<file path="src/rtl/arith_pkg.sv">
// arith_pkg: shared types and widths for the integer arithmetic unit
package arith_pkg;
    localparam int ARITH_WIDTH = 32;
    typedef enum logic [1:0] {IDLE, RUN, FIX} mul_state_t;
endpackage

</file>
<file path="src/rtl/mul_step.sv">
// mul_step: one shift-add iteration over the {carry, hi, lo} chain
module mul_step #(
    parameter int WIDTH = 32
) (
    input  logic [WIDTH-1:0] hi,
    input  logic [WIDTH-1:0] lo,
    input  logic [WIDTH-1:0] mag_a,
    output logic [WIDTH-1:0] hi_next,
    output logic [WIDTH-1:0] lo_next
);
    logic [WIDTH:0] sum;
    assign sum = {1'b0, hi} + (lo[0] ? {1'b0, mag_a} : '0);
    assign {hi_next, lo_next} = {sum, lo[WIDTH-1:1]};
endmodule

</file>
<file path="src/rtl/mul32_seq.sv">
// mul32_seq: sequential signed/unsigned shift-add multiplier, one multiplier bit per clock
module mul32_seq
    import arith_pkg::*;
#(
    parameter int WIDTH = ARITH_WIDTH
) (
    input  logic               clk,
    input  logic               rst_n,
    input  logic               start,
    input  logic               is_signed,
    input  logic [WIDTH-1:0]   multiplicand,
    input  logic [WIDTH-1:0]   multiplier,
    output logic               busy,
    output logic               done,
    output logic [2*WIDTH-1:0] product
);
    localparam int CW = $clog2(WIDTH + 1);
    mul_state_t state, state_next;
    logic [CW-1:0]    cnt;
    logic [WIDTH-1:0] hi, lo, mag_a, hi_next, lo_next, abs_a, abs_b;
    logic             neg;
    // Magnitude of the most negative value wraps to itself, which is correct as unsigned
    assign abs_a = (is_signed && multiplicand[WIDTH-1]) ? -multiplicand : multiplicand;
    assign abs_b = (is_signed && multiplier[WIDTH-1]) ? -multiplier : multiplier;
    assign busy  = state != IDLE;
    mul_step #(.WIDTH(WIDTH)) u_step (
        .hi      (hi),
        .lo      (lo),
        .mag_a   (mag_a),
        .hi_next (hi_next),
        .lo_next (lo_next)
    );
    always_comb begin
        state_next = state;
        state_next = (state == IDLE) ? (start ? RUN : IDLE) :
                     (state == RUN)  ? ((cnt == CW'(WIDTH - 1)) ? FIX : RUN) : IDLE;
    end
    always_ff @(posedge clk or negedge rst_n) begin
        if (!rst_n) begin
            state   <= IDLE;
            cnt     <= '0;
            hi      <= '0;
            lo      <= '0;
            mag_a   <= '0;
            neg     <= 1'b0;
            done    <= 1'b0;
            product <= '0;
        end else begin
            state <= state_next;
            done  <= state == FIX;
            if (state == IDLE && start) begin
                hi    <= '0;
                lo    <= abs_b;
                mag_a <= abs_a;
                neg   <= is_signed & (multiplicand[WIDTH-1] ^ multiplier[WIDTH-1]);
                cnt   <= '0;
            end else if (state == RUN) begin
                hi  <= hi_next;
                lo  <= lo_next;
                cnt <= cnt + 1'b1;
            end
            if (state == FIX)
                product <= neg ? -{hi, lo} : {hi, lo};
        end
    end
endmodule

</file>
<file path="config.mk">
export PLATFORM = sky130hd
export DESIGN_NAME = mul32_seq
export DESIGN_NICKNAME = d
export VERILOG_FILES = /design/src/rtl/arith_pkg.sv /design/src/rtl/mul_step.sv /design/src/rtl/mul32_seq.sv
export SDC_FILE = /design/constraint.sdc
export NUM_CORES = 1
export LEC_CHECK = 0
export ABC_AREA = 1
export BUFFER_PORTS_ARGS = -buffer_cell sky130_fd_sc_hd__buf_2
export CAP_MARGIN = 5
export CORE_MARGIN = 2
export CORE_UTILIZATION = 51
export CTS_CLUSTER_SIZE = 16
export DETAILED_ROUTE_END_ITERATION = 10
export GPL_TIMING_DRIVEN = 0
export PLACE_DENSITY = 0.66
export SLEW_MARGIN = 20
export SYNTH_ARGS = -nofsm -noshare
export SYNTH_HDL_FRONTEND = slang
export SYNTH_SLANG_ARGS = --single-unit
</file>
<file path="constraint.sdc">
create_clock -name clk -period 3.75 [get_ports clk]
set_input_delay 0.5625 -clock clk [delete_from_list [all_inputs] [get_ports clk]]
set_output_delay 0.5625 -clock clk [all_outputs]
set_load 0.1 [all_outputs]
</file>
==> results.py <==
metrics = {
    "clock_network": {
        "cts_resized": 0,
        "htree_num_levels": 4,
        "cts_buffers": 17,
        "cts_tree": "yes",
        "clk_path_buf_depth": 2,
        "post-cts-setup-buffer-count": 0,
        "clock-root-buffer": "clkbuf_16",
        "postCtsHoldBufs": 0,
        "cts.sinks": 170,
        "insertion_delay_ns": 0.45,
        "path_clk_slew_ns": 0.07,
    },
    "die": {
        "die_area_mm2": 0.0272,
        "num_io_pins": 134,
        "die_y_um": 165,
        "initial_utilization_pct": 52.2,
        "rows": 58,
        "core_mm2": 0.0253,
        "die_w_um": 165,
    },
    "drt": {
        "vias_per_cell": 5.31,
        "drt_wl_total_um": 42600,
        "dr.pass1.iters": 5,
        "ant_nets": 0,
        "vias": 13800,
        "wl_per_cell_um": 16.4,
        "drc": 0,
        "drt-initial-drc-count": 1144,
    },
    "power_and_ir_drop": {
        "pwr-share-seq_pct": 26.7,
        "swShare_pct": 56.4,
        "clkPwrFrac_pct": 13.3,
        "p_switching_mw": 7.35,
        "ir_worst_vdd_mv": 0.492,
        "p_leak_nw": 8.20,
        "comb_power_share_pct": 60.0,
        "power_density_mw_per_mm2": 876,
        "power_mw": 13.0,
        "internal_power_mw": 5.69,
    },
    "synthesis": {
        "yosysTopAreaCellShare_pct": 32.2,
        "synth-seq-area-share_pct": 32.2,
        "post-synth-top-area-cell": "dfrtp_1",
        "synth_edf_count": 0,
        "synth_cell_types": 48,
        "synth_warnings": 0,
        "ys.flop_type": "dfrtp_1",
        "synthArstFlopShare_pct": 100,
        "avgSynthCellArea_um2": 6.31,
        "synth_area_leaders": "dfrtp_1, nand2_1, inv_1",
        "synthCells": 2095,
        "netlist_area_mm2": 0.0132,
        "synth.most_common_cell": "nand2_1",
        "synthTopCellsByCount": "nand2_1, inv_1, nor2_1",
        "synth_nets": 2200,
        "ys_ff_latch": 170,
    },
    "setup_path": {
        "end_kind": "flip-flop",
        "cp.arrival_ns": 3.24,
        "cp.required_ns": 4.07,
        "reg2reg_to": "hi[29]$_DFFE_PN0P_",
        "r2r_start": "lo[0]$_DFFE_PN0P_",
        "ff2ff_path_depth": 19,
        "r2r_setup_slack_ns": 0.83,
        "critPathLaunchType": "flip-flop",
        "critical_path.max_fanout": 10,
        "crit_type": "reg -> reg",
    },
    "cells_and_area": {
        "syn_to_final_growth_pct": 12.7,
        "diodes": 0,
        "stdcell_count": 2591,
        "nNetsFinal": 2353,
        "layout-drive-gt1-share_pct": 11.3,
        "fin_util_pct": 58.8,
        "fillers": 2565,
        "register_area_mm2": 0.00425,
        "multi_input_area_mm2": 0.00763,
    },
    "global_routing": {
        "overflow": 0,
        "grt_pass1_wl_um": 66700,
        "grt_max_degree": 95,
        "groute.usage.overall_pct": 31.9,
        "antenna_found_initial": 0,
        "grt_pass1_vias": 12600,
    },
    "job": {
        "max-cap-violations": 0,
    },
    "timing": {
        "finClkSkew_ns": 0.0185,
        "hold-worst-slack_ns": 0.132,
        "finalMaxSlewViolations": 0,
        "setup_ws_ns": 0.832,
        "hold_viol": 0,
        "clock.fmax_ghz": 0.343,
        "fin_crit_ns": 2.92,
        "finalSetupViolations": 0,
        "period_share_pct": 77.8,
        "tightest_slew_ns": 0.705,
        "max_slew_margin_pct": 53.0,
        "rsz0062_at_grt": "false",
    },
    "outcome": {
        "status": "complete, no violations",
    },
    "placement": {
        "port_buffers": 133,
        "globalplace.congestion": 0.972,
        "dp_slack_ns": 0.845,
        "place_inst": 2559,
        "place_hpwl_um": 34500,
    },
    "worst_hold_path": {
        "min_path_type": "in -> async",
    },
}
## area by class of cell
type / count / share of cell area (%)
Clock inverter: 15 / 0.891
Inverter: 279 / 7.03
Sequential cell: 170 / 28.6
Clock buffer: 17 / 2.86
Timing Repair Buffer: 134 / 4.72
Multi-Input combinational cell: 1588 / 51.2
Buffer: 58 / 1.92
Tap cell: 330 / 2.77
## kinds of logic after synthesis
family / share of synthesized area [%]
simple gates: 40.4
xor+xnor: 3.78
buf+inv: 10.1
flops: 32.2
compound gates: 9.95
fa+ha+maj: 3.56
## registers in the layout (all words and copies together) (netlist names)
| name | flops |
|---|---|
| hi | 32 |
| done | 1 |
| neg | 1 |
| state | 2 |
| lo | 32 |
| cnt | 6 |
| product | 64 |
| mag_a | 32 |
## metal layers
| metal | part of all wire (%) | global-route usage [%] | wire length (um) | up-vias |
|---|---|---|---|---|
| met1 | 47 | 46.9 | 20100 | 6212 |
| met2 | 43 | 49.6 | 18200 | 556 |
| met4 | 2.1 | 8.70 | 911 | 0 |
| met3 | 7.7 | 3.89 | 3280 | 55 |
| li1 | - | - | - | 6940 |
| met5 | 0 | 0 | 0 | - |
## critical path, cell delays in order, from the launching register on
cell and delay (ns):
dfrtp_1 0.34, buf_6 0.15, clkbuf_1 0.36, nand2_1 0.10
inv_1 0.10, ha_1 0.20, inv_1 0.07, fa_1 0.36
inv_1 0.13, nand3_1 0.08, nand3_1 0.16, nand2_1 0.08
nand2_1 0.10, nand2_1 0.07, nand2_1 0.14, nand2_1 0.10
nand2_1 0.07, nand2_1 0.05, nand3_1 0.07, nand2_1 0.07
## power by group through the flow
| stage | Clock (mW) | Combinational (mW) | Sequential, mW |
|---|---|---|---|
| after floorplan | 0 | 4.85 | 4.17 |
| after global placement | 0 | 7.58 | 3.45 |
| after detailed placement | 0 | 7.68 | 3.47 |
| after CTS | 1.75 | 7.72 | 3.44 |
| after global routing | 1.82 | 8.70 | 3.55 |
| final | 1.73 | 7.82 | 3.48 |
## placed cells by master, fill, tap and decap left out, drive strengths merged, types with 4 or more instances in the layout
cell | Yosys | final
a21oi | 45 | 45
a22oi | 4 | 4
a31oi | 7 | 7
buf | 30 | 164
clkbuf | 28 | 45
clkinv | 0 | 4
dfrtp | 170 | 170
ha | 36 | 36
inv | 279 | 288
nand2 | 769 | 769
nand3 | 177 | 177
nand3b | 9 | 9
nand4 | 39 | 39
nor2 | 233 | 233
nor3 | 12 | 12
nor4 | 5 | 5
o211ai | 4 | 4
o21ai | 166 | 166
o22ai | 5 | 5
or2 | 4 | 4
xnor2 | 11 | 11
xor2 | 46 | 46
## worst max-delay path by stage
stage | start | to | cells after the start
global placement | rst_n | mag_a[28]$_DFFE_PN0P_ | 1
global route | lo[0]$_DFFE_PN0P_ | hi[29]$_DFFE_PN0P_ | 19
finish | lo[0]$_DFFE_PN0P_ | hi[29]$_DFFE_PN0P_ | 19
CTS | lo[0]$_DFFE_PN0P_ | hi[29]$_DFFE_PN0P_ | 19
detailed placement | lo[0]$_DFFE_PN0P_ | hi[29]$_DFFE_PN0P_ | 19
floorplan | lo[0]$_DFFE_PN0P_ | hi[29]$_DFFE_PN0P_ | 19
## through the flow
step                      area, um2  setup TNS (ns)
after floorplan               13200               0
after global placement        14300          -86.47
after detailed placement      14300               0
after CTS                     14900               0
after global routing          14900               0
final                         14900               0
No activity file was read; power rests on OpenSTA's default activity.
